===== config.mk =====
export PLATFORM = sky130hd
export DESIGN_NAME = vga_sync_core
export DESIGN_NICKNAME = d
export VERILOG_FILES = /design/src/rtl/vga_sync_core.sv
export SDC_FILE = /design/constraint.sdc
export NUM_CORES = 1
export LEC_CHECK = 0
export ABC_CLOCK_PERIOD_IN_PS = 3500
export BUFFER_PORTS_ARGS = -buffer_cell sky130_fd_sc_hd__buf_2
export CORE_MARGIN = 3
export CORE_UTILIZATION = 34
export CTS_CLUSTER_DIAMETER = 60
export DETAILED_ROUTE_END_ITERATION = 16
export HOLD_SLACK_MARGIN = 0.02
export PLACE_DENSITY = 0.6
export SETUP_SLACK_MARGIN = 0.3
export SLEW_MARGIN = 20
export SYNTH_ARGS = -nofsm -noshare
export SYNTH_HDL_FRONTEND = slang
export SYNTH_SLANG_ARGS = --single-unit
export TNS_END_PERCENT = 100

===== constraint.sdc =====
create_clock -name clk -period 3.5 [get_ports clk]
set_clock_uncertainty 0.15 [all_clocks]
set_input_delay 0.7 -clock clk [delete_from_list [all_inputs] [get_ports clk]]
set_output_delay 0.7 -clock clk [all_outputs]
set_load 0.02 [all_outputs]

===== src/rtl/vga_sync_core.sv =====
// vga_sync_core: VGA raster timing generator and terminal pixel sink.
// Publishes the current pixel coordinates and a pixel tick to upstream
// stream cores, and drives the physical hsync/vsync/rgb pins. Sync and
// blanking are delayed by DLY clocks to line up with the stream pipeline.
module vga_sync_core #(
   parameter int CD  = 4,    // system clocks per pixel
   parameter int DLY = 2,    // stream pipeline latency in clk cycles (>= 1)
   parameter int HD  = 640,
   parameter int HF  = 16,
   parameter int HR  = 96,
   parameter int HB  = 48,
   parameter int VD  = 480,
   parameter int VF  = 10,
   parameter int VR  = 2,
   parameter int VB  = 33
) (
   input  logic        clk,
   input  logic        reset,
   input  logic        cs,
   input  logic        write,
   input  logic [13:0] addr,
   input  logic [31:0] wr_data,
   input  logic [11:0] si_rgb,
   output logic [10:0] hc,
   output logic [10:0] vc,
   output logic        p_tick,
   output logic        frame_start,
   output logic        hsync,
   output logic        vsync,
   output logic [11:0] rgb
);

   localparam int HT = HD + HF + HR + HB;
   localparam int VT = VD + VF + VR + VB;
   localparam int TW = (CD > 1) ? $clog2(CD) : 1;

   localparam logic [TW-1:0] TICK_LAST = TW'(CD - 1);
   localparam logic [10:0]   H_LAST    = 11'(HT - 1);
   localparam logic [10:0]   V_LAST    = 11'(VT - 1);
   localparam logic [10:0]   H_DISP    = 11'(HD);
   localparam logic [10:0]   V_DISP    = 11'(VD);
   localparam logic [10:0]   HS_FIRST  = 11'(HD + HF);
   localparam logic [10:0]   HS_LAST   = 11'(HD + HF + HR - 1);
   localparam logic [10:0]   VS_FIRST  = 11'(VD + VF);
   localparam logic [10:0]   VS_LAST   = 11'(VD + VF + VR - 1);

   logic [TW-1:0]  tick_q, tick_d;
   logic [10:0]    hc_q, hc_d;
   logic [10:0]    vc_q, vc_d;
   logic           frame_start_q, frame_start_d;
   logic [DLY-1:0] hs_dly_q, hs_dly_d;
   logic [DLY-1:0] vs_dly_q, vs_dly_d;
   logic [DLY-1:0] von_dly_q, von_dly_d;
   logic           hsync_q, hsync_d;
   logic           vsync_q, vsync_d;
   logic [11:0]    rgb_q, rgb_d;
   logic           en_q, en_d;

   logic tick_last;
   logic hs_raw, vs_raw, von_raw;

   // Only the enable bit of word 0 is meaningful; the rest of the slot bus is ignored.
   logic unused_slot_bits;
   assign unused_slot_bits = ^{addr[13:2], wr_data[31:1]};

   assign tick_last = (tick_q == TICK_LAST);

   // Undelayed sync and display-window flags for the current coordinates.
   assign hs_raw  = !((hc_q >= HS_FIRST) && (hc_q <= HS_LAST));
   assign vs_raw  = !((vc_q >= VS_FIRST) && (vc_q <= VS_LAST));
   assign von_raw = (hc_q < H_DISP) && (vc_q < V_DISP);

   // Next state of the pixel tick divider and the raster counters.
   always_comb begin
      // NOTE: every signal gets a default first so no path leaves it unassigned (no latch).
      tick_d        = tick_last ? '0 : tick_q + 1'b1;
      hc_d          = hc_q;
      vc_d          = vc_q;
      frame_start_d = 1'b0;
      if (tick_last) begin
         if (hc_q == H_LAST) begin
            hc_d = '0;
            if (vc_q == V_LAST) begin
               vc_d          = '0;
               frame_start_d = 1'b1;
            end else begin
               vc_d = vc_q + 11'd1;
            end
         end else begin
            hc_d = hc_q + 11'd1;
         end
      end
   end

   // Delay lines shift every clk; stage 0 captures the raw flags.
   always_comb begin
      hs_dly_d     = hs_dly_q;
      vs_dly_d     = vs_dly_q;
      von_dly_d    = von_dly_q;
      hs_dly_d[0]  = hs_raw;
      vs_dly_d[0]  = vs_raw;
      von_dly_d[0] = von_raw;
      for (int i = 1; i < DLY; i++) begin
         hs_dly_d[i]  = hs_dly_q[i-1];
         vs_dly_d[i]  = vs_dly_q[i-1];
         von_dly_d[i] = von_dly_q[i-1];
      end
   end

   // Pin drivers and the slot enable register.
   always_comb begin
      hsync_d = hs_dly_q[DLY-1];
      vsync_d = vs_dly_q[DLY-1];
      rgb_d   = (von_dly_q[DLY-1] && en_q) ? si_rgb : 12'h000;
      en_d    = en_q;
      if (cs && write && (addr[1:0] == 2'd0)) begin
         en_d = wr_data[0];
      end
   end

   // State registers with synchronous reset.
   always_ff @(posedge clk) begin
      // NOTE: non-blocking assignments so every flop samples pre-edge values.
      if (reset) begin
         tick_q        <= '0;
         hc_q          <= '0;
         vc_q          <= '0;
         frame_start_q <= 1'b0;
         hs_dly_q      <= '1;
         vs_dly_q      <= '1;
         von_dly_q     <= '0;
         hsync_q       <= 1'b1;
         vsync_q       <= 1'b1;
         rgb_q         <= 12'h000;
         en_q          <= 1'b1;
      end else begin
         tick_q        <= tick_d;
         hc_q          <= hc_d;
         vc_q          <= vc_d;
         frame_start_q <= frame_start_d;
         hs_dly_q      <= hs_dly_d;
         vs_dly_q      <= vs_dly_d;
         von_dly_q     <= von_dly_d;
         hsync_q       <= hsync_d;
         vsync_q       <= vsync_d;
         rgb_q         <= rgb_d;
         en_q          <= en_d;
      end
   end

   assign hc          = hc_q;
   assign vc          = vc_q;
   assign p_tick      = tick_last;
   assign frame_start = frame_start_q;
   assign hsync       = hsync_q;
   assign vsync       = vsync_q;
   assign rgb         = rgb_q;

endmodule


* After elaboration in Yosys (flattened, before gate mapping) *
Cells that the tools add are included.

cells by class
  multiplexer cells = 3
  magnitude comparators = 6
  bitwise operators = 3
  equal/unequal tests = 3
  add/sub/neg operators = 3
  reduce and logical (&&, ||, !) cells = 13

operators with widths
  operator               number
  $add 11x1->11 const B  2
  $eq 11x10->1 const B   2
  $mux 11                2
  $ge 11x10->1 const B   1
  $ge 11x9->1 const B    1
  $le 11x10->1 const B   1
  $le 11x9->1 const B    1
  $lt 11x10->1 const B   1
  $lt 11x9->1 const B    1
  $logic_and 1x1->1      6
  $reduce_or 2->1        2
  $not 1->1              3
  $reduce_or 3->1        1
  $add 2x1->2 const B    1
  $eq 2x2->1 const B     1
  $logic_not 1->1        2
  $logic_not 2->1        1
  $reduce_and 2->1       1
  $mux 1                 1

storage, ports and cells
  input port bits = 62
  register bits after elaboration = 46
  output and inout port bits = 38
  word-level logic and storage cells = 42

* Longest topological paths before layout *
Gate-level depths: netlist (run 1).

  depth in word-level cells = 3
  depth in mapped cells = 9
  mapped depth without buffers = 6

* Worst setup path after synthesis (run 1) *
OpenSTA, ideal clock, no wires.

  kind = flip-flop to flip-flop
  start = register tick_q[0]
  end = register vc_q[8] (netlist: vc[8])
  setup time = 70 ps
  period minus slack after synthesis = 2058 ps
  cell stages (with the launch flop) = 8
  setup slack = 1442 ps
  data required time = 3280 ps
  arrival = 1838 ps
  buffers on the path = 2
  path through = dfxtp_1 > ha_1 > buf_2 > and2_1 > clkbuf_2 > nand4_4 > or4_1 > a21oi_1

between the ends
  longest elaborated chain between the ends = 2

ends and longest elaborated chain
  what                               line  text
  start, declared                    47    logic [TW-1:0] tick_q, tick_d;
  start signal, assigned             137   tick_q <= tick_d;
  $eq 2x2->1                         66    assign tick_last = (tick_q == TICK_LAST);
  via p_tick                         26    output logic p_tick,
  $reduce_and 2->1 (no source line)  --
  end signal, assigned               139   vc_q <= vc_d;
  end, declared                      49    logic [10:0] vc_q, vc_d;

The timed path passes the listed nets, and every way through them passes these cells.
A chain may end at the register's enable or synchronous reset.

* Worst setup path after layout (run 1) *
  start = register tick_q[0]
  end = register vc_q[9] (netlist: vc[9])

between the ends
  longest elaborated chain between the ends = 2

ends and longest elaborated chain
  what                               line
  $eq 2x2->1                         66
  $reduce_and 2->1 (no source line)  --

No other way between the ends.

==> impl_metrics.env, run 1 <==
export IMPL_synth_edf_count=0
export IMPL_run_status="finished clean"
export IMPL_nFillCells=589
export IMPL_cts_sinks=46
export IMPL_drc_errors=0
export IMPL_clk_pin_slew_worst_paths_ns=0.09
export IMPL_gp_congestion=0.840
export IMPL_power_switching_mw=0.211
export IMPL_async_flop_share_pct=0
export IMPL_antenna_found_initial=0
export IMPL_peakVddDrop_mv=0.246
export IMPL_final_cell_mix="56 x buf_2, 46 x dfxtp_1, 19 x nor3_1"
export IMPL_worstMarginPinSlew_ns=0.605
export IMPL_min_path_type="reg -> reg"
export IMPL_drtIter0Drc=80
export IMPL_vias=1674
export IMPL_diodes=0
export IMPL_swShare_pct=20.2
export IMPL_io_buffers=56
export IMPL_seqPwrFrac_pct=51.1
export IMPL_start_util_pct=35.4
export IMPL_p_clk_share_pct=44.6
export IMPL_dp_hpwl_mm=2.95
export IMPL_worstPathCellList="ha_1 > and2_1 > and4_2 > o21ai_0 > a32o_1"
export IMPL_ant_nets=0
export IMPL_area_delta_synth_final_pct=21.8
export IMPL_slowest_delay_ns=0.49
export IMPL_cts_buffers=5
export IMPL_synth_seq_cells=46
export IMPL_drive_gt1_share_pct=28.5
export IMPL_synth_area_sq_um=1970
export IMPL_die_width_um=82.1
export IMPL_grt_overflow=0
export IMPL_worstReg2RegEnd="vc[9]"
export IMPL_fmax_mhz=455
export IMPL_finalNetCount=330
export IMPL_crit_type="reg -> reg"
export IMPL_htreeDepth=2
export IMPL_clock_latency_ns=0.29
export IMPL_synth_cell_type_count=44
export IMPL_rsz0062_at_grt="no"
export IMPL_whs_path_depth=1
export IMPL_reg2reg_slack_ns=1.30
export IMPL_cts_hold_buf=0
export IMPL_layout_min_cycle_time_ns=2.20
export IMPL_syn_nets=278
export IMPL_reg2reg_depth=5
export IMPL_rows=27
export IMPL_yosys_most_used_dff="dfxtp_1"
export IMPL_path_max_fanout=17
export IMPL_grt_total_usage_pct=12.6
export IMPL_setup_viol=0
export IMPL_pwr_density_cell_nw_per_um2=437
export IMPL_yosysSeqAreaShare_pct=46.7
export IMPL_crit_start="tick_q[0]"
export IMPL_internal_power_mw=0.837
export IMPL_r2r_start="tick_q[0]"
export IMPL_syn_avg_cell_area_sq_um=9.38
export IMPL_vias_per_cell=5.00
export IMPL_grt_pass1_wl_mm=6.67
export IMPL_cts_resized=0
export IMPL_total_power_mw=1.05
export IMPL_wl_mm=4.20
export IMPL_setup_tns_ns=0
export IMPL_maxSlewHeadroom_pct=59.6
export IMPL_layout_commonest_cell="buf_2"
export IMPL_hold_violations=0
export IMPL_clock_root_buffer="clkbuf_8"
export IMPL_io_pins=100
export IMPL_dr_pass1_iters=4
export IMPL_coreArea_sq_um=5570
export IMPL_dieArea_sq_um=6750
export IMPL_cp_buffers_inverters=0
export IMPL_critPathLaunchType="flip-flop"
export IMPL_grt_pass1_vias=1472
export IMPL_clk_path_buf_depth=2
export IMPL_wl_per_cell_um=12.5
export IMPL_worst_setup_path_end_kind="flip-flop"
export IMPL_die_height_um=82.1
export IMPL_hold_start="hs_dly_q[1]"
export IMPL_hold_slack_ns=0.261
export IMPL_cap_violations=0
export IMPL_cp_required_ns=3.55
export IMPL_cpMaxStageDelayCell="and4_2"
export IMPL_cts_setup_buffers=0
export IMPL_hold_end="hsync"
export IMPL_cpLargestDelayFamily="simple AND/OR/NAND/NOR gates"
export IMPL_yosysWarnings=0
export IMPL_pwr_share_comb_pct=4.2
export IMPL_power_leakage_nw=0.995
export IMPL_critPathArrivalTime_ns=2.24
export IMPL_syn_inst=210
export IMPL_final_min_period_over_clock_period_pct=62.8
export IMPL_cts_tree="yes"
export IMPL_drv_slew=0
export IMPL_grt_max_degree=35
==> state kept, by name, summed over array words and instances (netlist names) <==
| register | flops |
|---|---|
| frame_start | 1 |
| vs_dly_q | 2 |
| hc | 11 |
| hsync | 1 |
| rgb | 12 |
| vc | 11 |
| von_dly_q | 2 |
| tick_q | 2 |
| hs_dly_q | 2 |
| vsync | 1 |
| en_q | 1 |
==> cells by family (layout without fill, tap and decap cells) <==
logic type               count (synthesis)  in the layout  share of synthesized area [%]
AO/OA/AOI/OAI                           25             25                           8.32
XOR/XNOR                                10             10                           4.44
adder cells (fa/ha/maj)                  6              6                           3.81
buffers and inverters                   21             74                           5.90
flip-flops                              46             46                           46.7
multiplexers                             1              1                          0.508
AND/OR/NAND/NOR                        101            101                           30.3
==> through the flow <==
| stage | setup WS, ns | area [sq um] | utilization [%] | instances |
|---|---|---|---|---|
| after global placement | 1.19 | 2260 | 40.6 | 327 |
| after floorplan | 1.44 | 1970 | - | 210 |
| after CTS | 1.27 | 2400 | 43.1 | 335 |
| after global routing | 1.12 | 2400 | 43.1 | 335 |
| after detailed placement | 1.18 | 2260 | 40.6 | 327 |
| final | 1.30 | 2400 | 43.1 | 335 |
==> worst max-delay path by stage <==
stage / cells past startpoint / endpoint
2_1_floorplan: 7 / vc[8]
3_3_place_gp: 4 / rgb[6]
3_5_place_dp: 4 / rgb[1]
4_1_cts: 5 / vc[9]
5_1_grt: 5 / vc[9]
6_report: 5 / vc[9]
==> layer usage <==
layer / wire length, um / vias up / global-route usage (%)
met4: 35 / 0 / 3.65
met1: 1970 / 762 / 16.2
li1: - / 844 / -
met5: 0 / - / 0
met3: 362 / 5 / 4.01
met2: 1830 / 63 / 20.3
==> synth_stat cells, types with 3 or more instances <==
master / instances / share of area (%)
dfxtp_1: 46 / 47
nor3_1: 19 / 4.8
and2_1: 14 / 4.4
nand3_1: 12 / 3.0
nand2_1: 11 / 2.1
inv_1: 10 / 1.9
nor2_1: 10 / 1.9
nand4_1: 9 / 2.9
a21oi_1: 8 / 2.0
xnor2_1: 7 / 3.1
ha_1: 6 / 3.8
o21ai_0: 5 / 1.3
buf_6: 4 / 2.3
or2_2: 4 / 1.3
and3_1: 3 / 0.95
clkbuf_1: 3 / 0.57
o32ai_1: 3 / 1.3
xor2_1: 3 / 1.3
==> layout make-up <==
| cell class | instances | area [sq um] | share of cell area [%] |
|---|---|---|---|
| multi-input combinational | 143 | 933 | 38.9 |
| sequential | 46 | 921 | 38.4 |
| timing repair buffer | 56 | 280 | 11.7 |
| tap | 72 | 90.1 | 3.75 |
| clock buffer | 5 | 68.8 | 2.87 |
| clock inverter | 3 | 68.8 | 2.87 |
| inverter | 10 | 37.5 | 1.56 |
==> power groups by stage <==
stage	clock, mW	combinational (mW)	sequential [mW]
2_1_floorplan	0	0.0231	0.554
3_3_place_gp	0	0.0447	0.548
3_5_place_dp	0	0.0447	0.549
4_1_cts	0.485	0.0449	0.536
5_1_grt	0.502	0.0504	0.538
6_report	0.468	0.0443	0.536
Note: power is estimated with default switching activity, not from simulation.
==> run 2, diff against run 1 <==
Settings changed: ABC_CLOCK_PERIOD_IN_PS 3500 to 2000, PLACE_DENSITY 0.6 to 0.62.
Clock period 3.5 ns to 2 ns, I/O delays scaled along.
==> run 2 against run 1 <==
Non-clock buffer count rose by 17. Power is 53% higher. Final cell count increased by 5.4%. Core utilization grew 3.8 points. Worst setup slack worse by 1.1 ns. Critical path depth unchanged. Maximum frequency up 26%. Register-to-register slack got worse by 1.1 ns. Worst hold slack got worse by 0.11 ns. Critical path type unchanged. Critical endpoint unchanged. Die area stayed put. Clock power grew 24%.
==> impl_metrics.env, run 2 (synthesis gave the netlist of run 1 again) <==
export IMPL_power_leakage_nw=1.07
export IMPL_drc_errors=0
export IMPL_r2r_start="hc[5]"
export IMPL_hold_end="rgb[5]"
export IMPL_cts_sinks=46
export IMPL_layout_commonest_cell="buf_2"
export IMPL_rows=27
export IMPL_design_area_sq_um=2610
export IMPL_die_height_um=82.1
export IMPL_grt_max_degree=20
export IMPL_rsz0062_at_grt="yes"
export IMPL_hold_start="si_rgb[5]"
export IMPL_critPathLaunchType="flip-flop"
export IMPL_layout_area_seq_sq_um=943
export IMPL_nFillCells=526
export IMPL_pwr_density_cell_nw_per_um2=613
export IMPL_path_max_fanout=7
export IMPL_setup_slack_ns=0.252
export IMPL_postLayoutCoreUtil_pct=46.8
export IMPL_htreeDepth=2
export IMPL_dr_pass1_iters=4
export IMPL_dp_hpwl_mm=3.15
export IMPL_fmax_mhz=572
export IMPL_min_path_type="in -> reg"
export IMPL_reg2reg_depth=5
export IMPL_clock_latency_ns=0.29
export IMPL_dpl_worst_slack_ns=0.258
export IMPL_slowest_delay_ns=0.38
export IMPL_worstReg2RegEnd="vc[9]"
export IMPL_multi_input_area_sq_um=1030
export IMPL_cap_violations=0
export IMPL_final_cell_mix="56 x buf_2, 38 x dfxtp_1, 18 x nor3_1"
export IMPL_setup_tns_ns=0
export IMPL_crit_type="reg -> reg"
export IMPL_vias_per_cell=4.95
export IMPL_final_min_period_over_clock_period_pct=87.4
export IMPL_run_status="finished clean"
export IMPL_hold_violations=0
export IMPL_io_pins=100
export IMPL_drv_slew=0
export IMPL_maxSlewHeadroom_pct=75.9
export IMPL_largest_register_ffs=12
export IMPL_cts_buffers=5
export IMPL_cts_tree="yes"
export IMPL_clock_root_buffer="clkbuf_8"
export IMPL_grt_total_usage_pct=12.6
export IMPL_cp_required_ns=2.04
export IMPL_diodes=0
export IMPL_grt_pass1_vias=1414
export IMPL_layout_min_cycle_time_ns=1.75
export IMPL_peakVddDrop_mv=0.358
export IMPL_io_buffers=56
export IMPL_whs_path_depth=2
export IMPL_die_width_um=82.1
export IMPL_worst_setup_path_end_kind="flip-flop"
export IMPL_dieArea_sq_um=6750
export IMPL_setup_viol=0
export IMPL_grt_overflow=0
export IMPL_vias=1748
export IMPL_coreArea_sq_um=5570
export IMPL_clk_pin_slew_worst_paths_ns=0.09
export IMPL_cpMaxStageDelayCell="dfxtp_4"
export IMPL_dpl_cell_area_sq_um=2380
export IMPL_cp_buffers_inverters=1
export IMPL_drive_gt1_share_pct=43.1
export IMPL_critPathArrivalTime_ns=1.79
export IMPL_clk_path_buf_depth=2
export IMPL_grt_pass1_wl_mm=6.67
export IMPL_wl_mm=4.59
export IMPL_cpLargestDelayFamily="simple AND/OR/NAND/NOR gates"
export IMPL_area_delta_synth_final_pct=32.5
export IMPL_start_util_pct=35.4
export IMPL_antenna_found_initial=0
export IMPL_finalNetCount=348
export IMPL_ant_nets=0
export IMPL_worstPathCellList="nor4b_4 > buf_4 > and4_4 > o21ai_1 > a32o_1"
export IMPL_wl_per_cell_um=13.0
export IMPL_drtIter0Drc=79
export IMPL_worstMarginPinSlew_ns=0.359
export IMPL_gp_congestion=0.784
export IMPL_reg2reg_slack_ns=0.25
run 2: changes by cell type in the layout (fill, tap and decap cells not counted), moves of 3 or more:
cell	previous run	this run
ha_2	0	3
dfxtp_4	0	5
a21oi_2	0	4
dfxtp_1	46	38
a21oi_1	8	4
ha_1	6	2
o21ai_0	5	2
buf_4	0	16
o21ai_1	0	3
dfxtp_2	0	3
run 2: layer usage:
layer  vias up  GRT usage [%]  wire [um]
li1        887              -          -
met1       797           17.5       2170
met2        62           19.0       2020
met3         2           3.80        385
met4         0           3.49         19
met5         -              0          0
run 2: metrics by stage:
stage	instances	hold slack (ns)	power, mW
2_1_floorplan	210	0.239	1.02
3_3_place_gp	334	0.243	1.04
3_5_place_dp	334	0.244	1.05
4_1_cts	345	0.136	1.64
5_1_grt	353	0.136	1.68
6_report	353	0.148	1.60
run 2: power by group:
group | total, mW | internal (mW) | switching [mW]
combinational | 0.0872 | 0.0395 | 0.0476
clock | 0.578 | 0.251 | 0.327
sequential | 0.935 | 0.927 | 0.00775
run 2: final cells by class:
class	instances	share of cell area, %
multi-input cells	144	39.6
flip-flops and latches	46	36.1
repair buffers	73	15.8
well taps	72	3.45
clock buffers	5	2.64
inverters	10	1.53
clock inverters	3	0.862
run 2: worst max-delay path by stage:
stage	cells past startpoint	endpoint	slack, ns	start
floorplan	7	vc[8]	0.21	tick_q[1]
global placement	6	vc[7]	0.28	vc[0]
detailed placement	6	vc[9]	0.26	vc[0]
CTS	4	vc[8]	0.27	hc[5]
global route	5	vc[9]	0.18	hc[5]
finish	5	vc[9]	0.25	hc[5]
run 2: worst reg2reg max path, delay by kind of cell (launching register included):
family                 cells  cell delay, ns
and+or+nand+nor            2            0.61
buffers and inverters      1            0.18
AOI/OAI and AO/OA          2            0.32
DFF                        1            0.38
run 2: what timing repair did:
| item | CTS | global route |
|---|---|---|
| cloned | 0 | 1 |
| pin swaps | 2 | 5 |
| setup buffers | 3 | 7 |
| resized for setup | 4 | 15 |
| hold buffers | 0 | 0 |
| setup endpoints to repair | 7 | 19 |
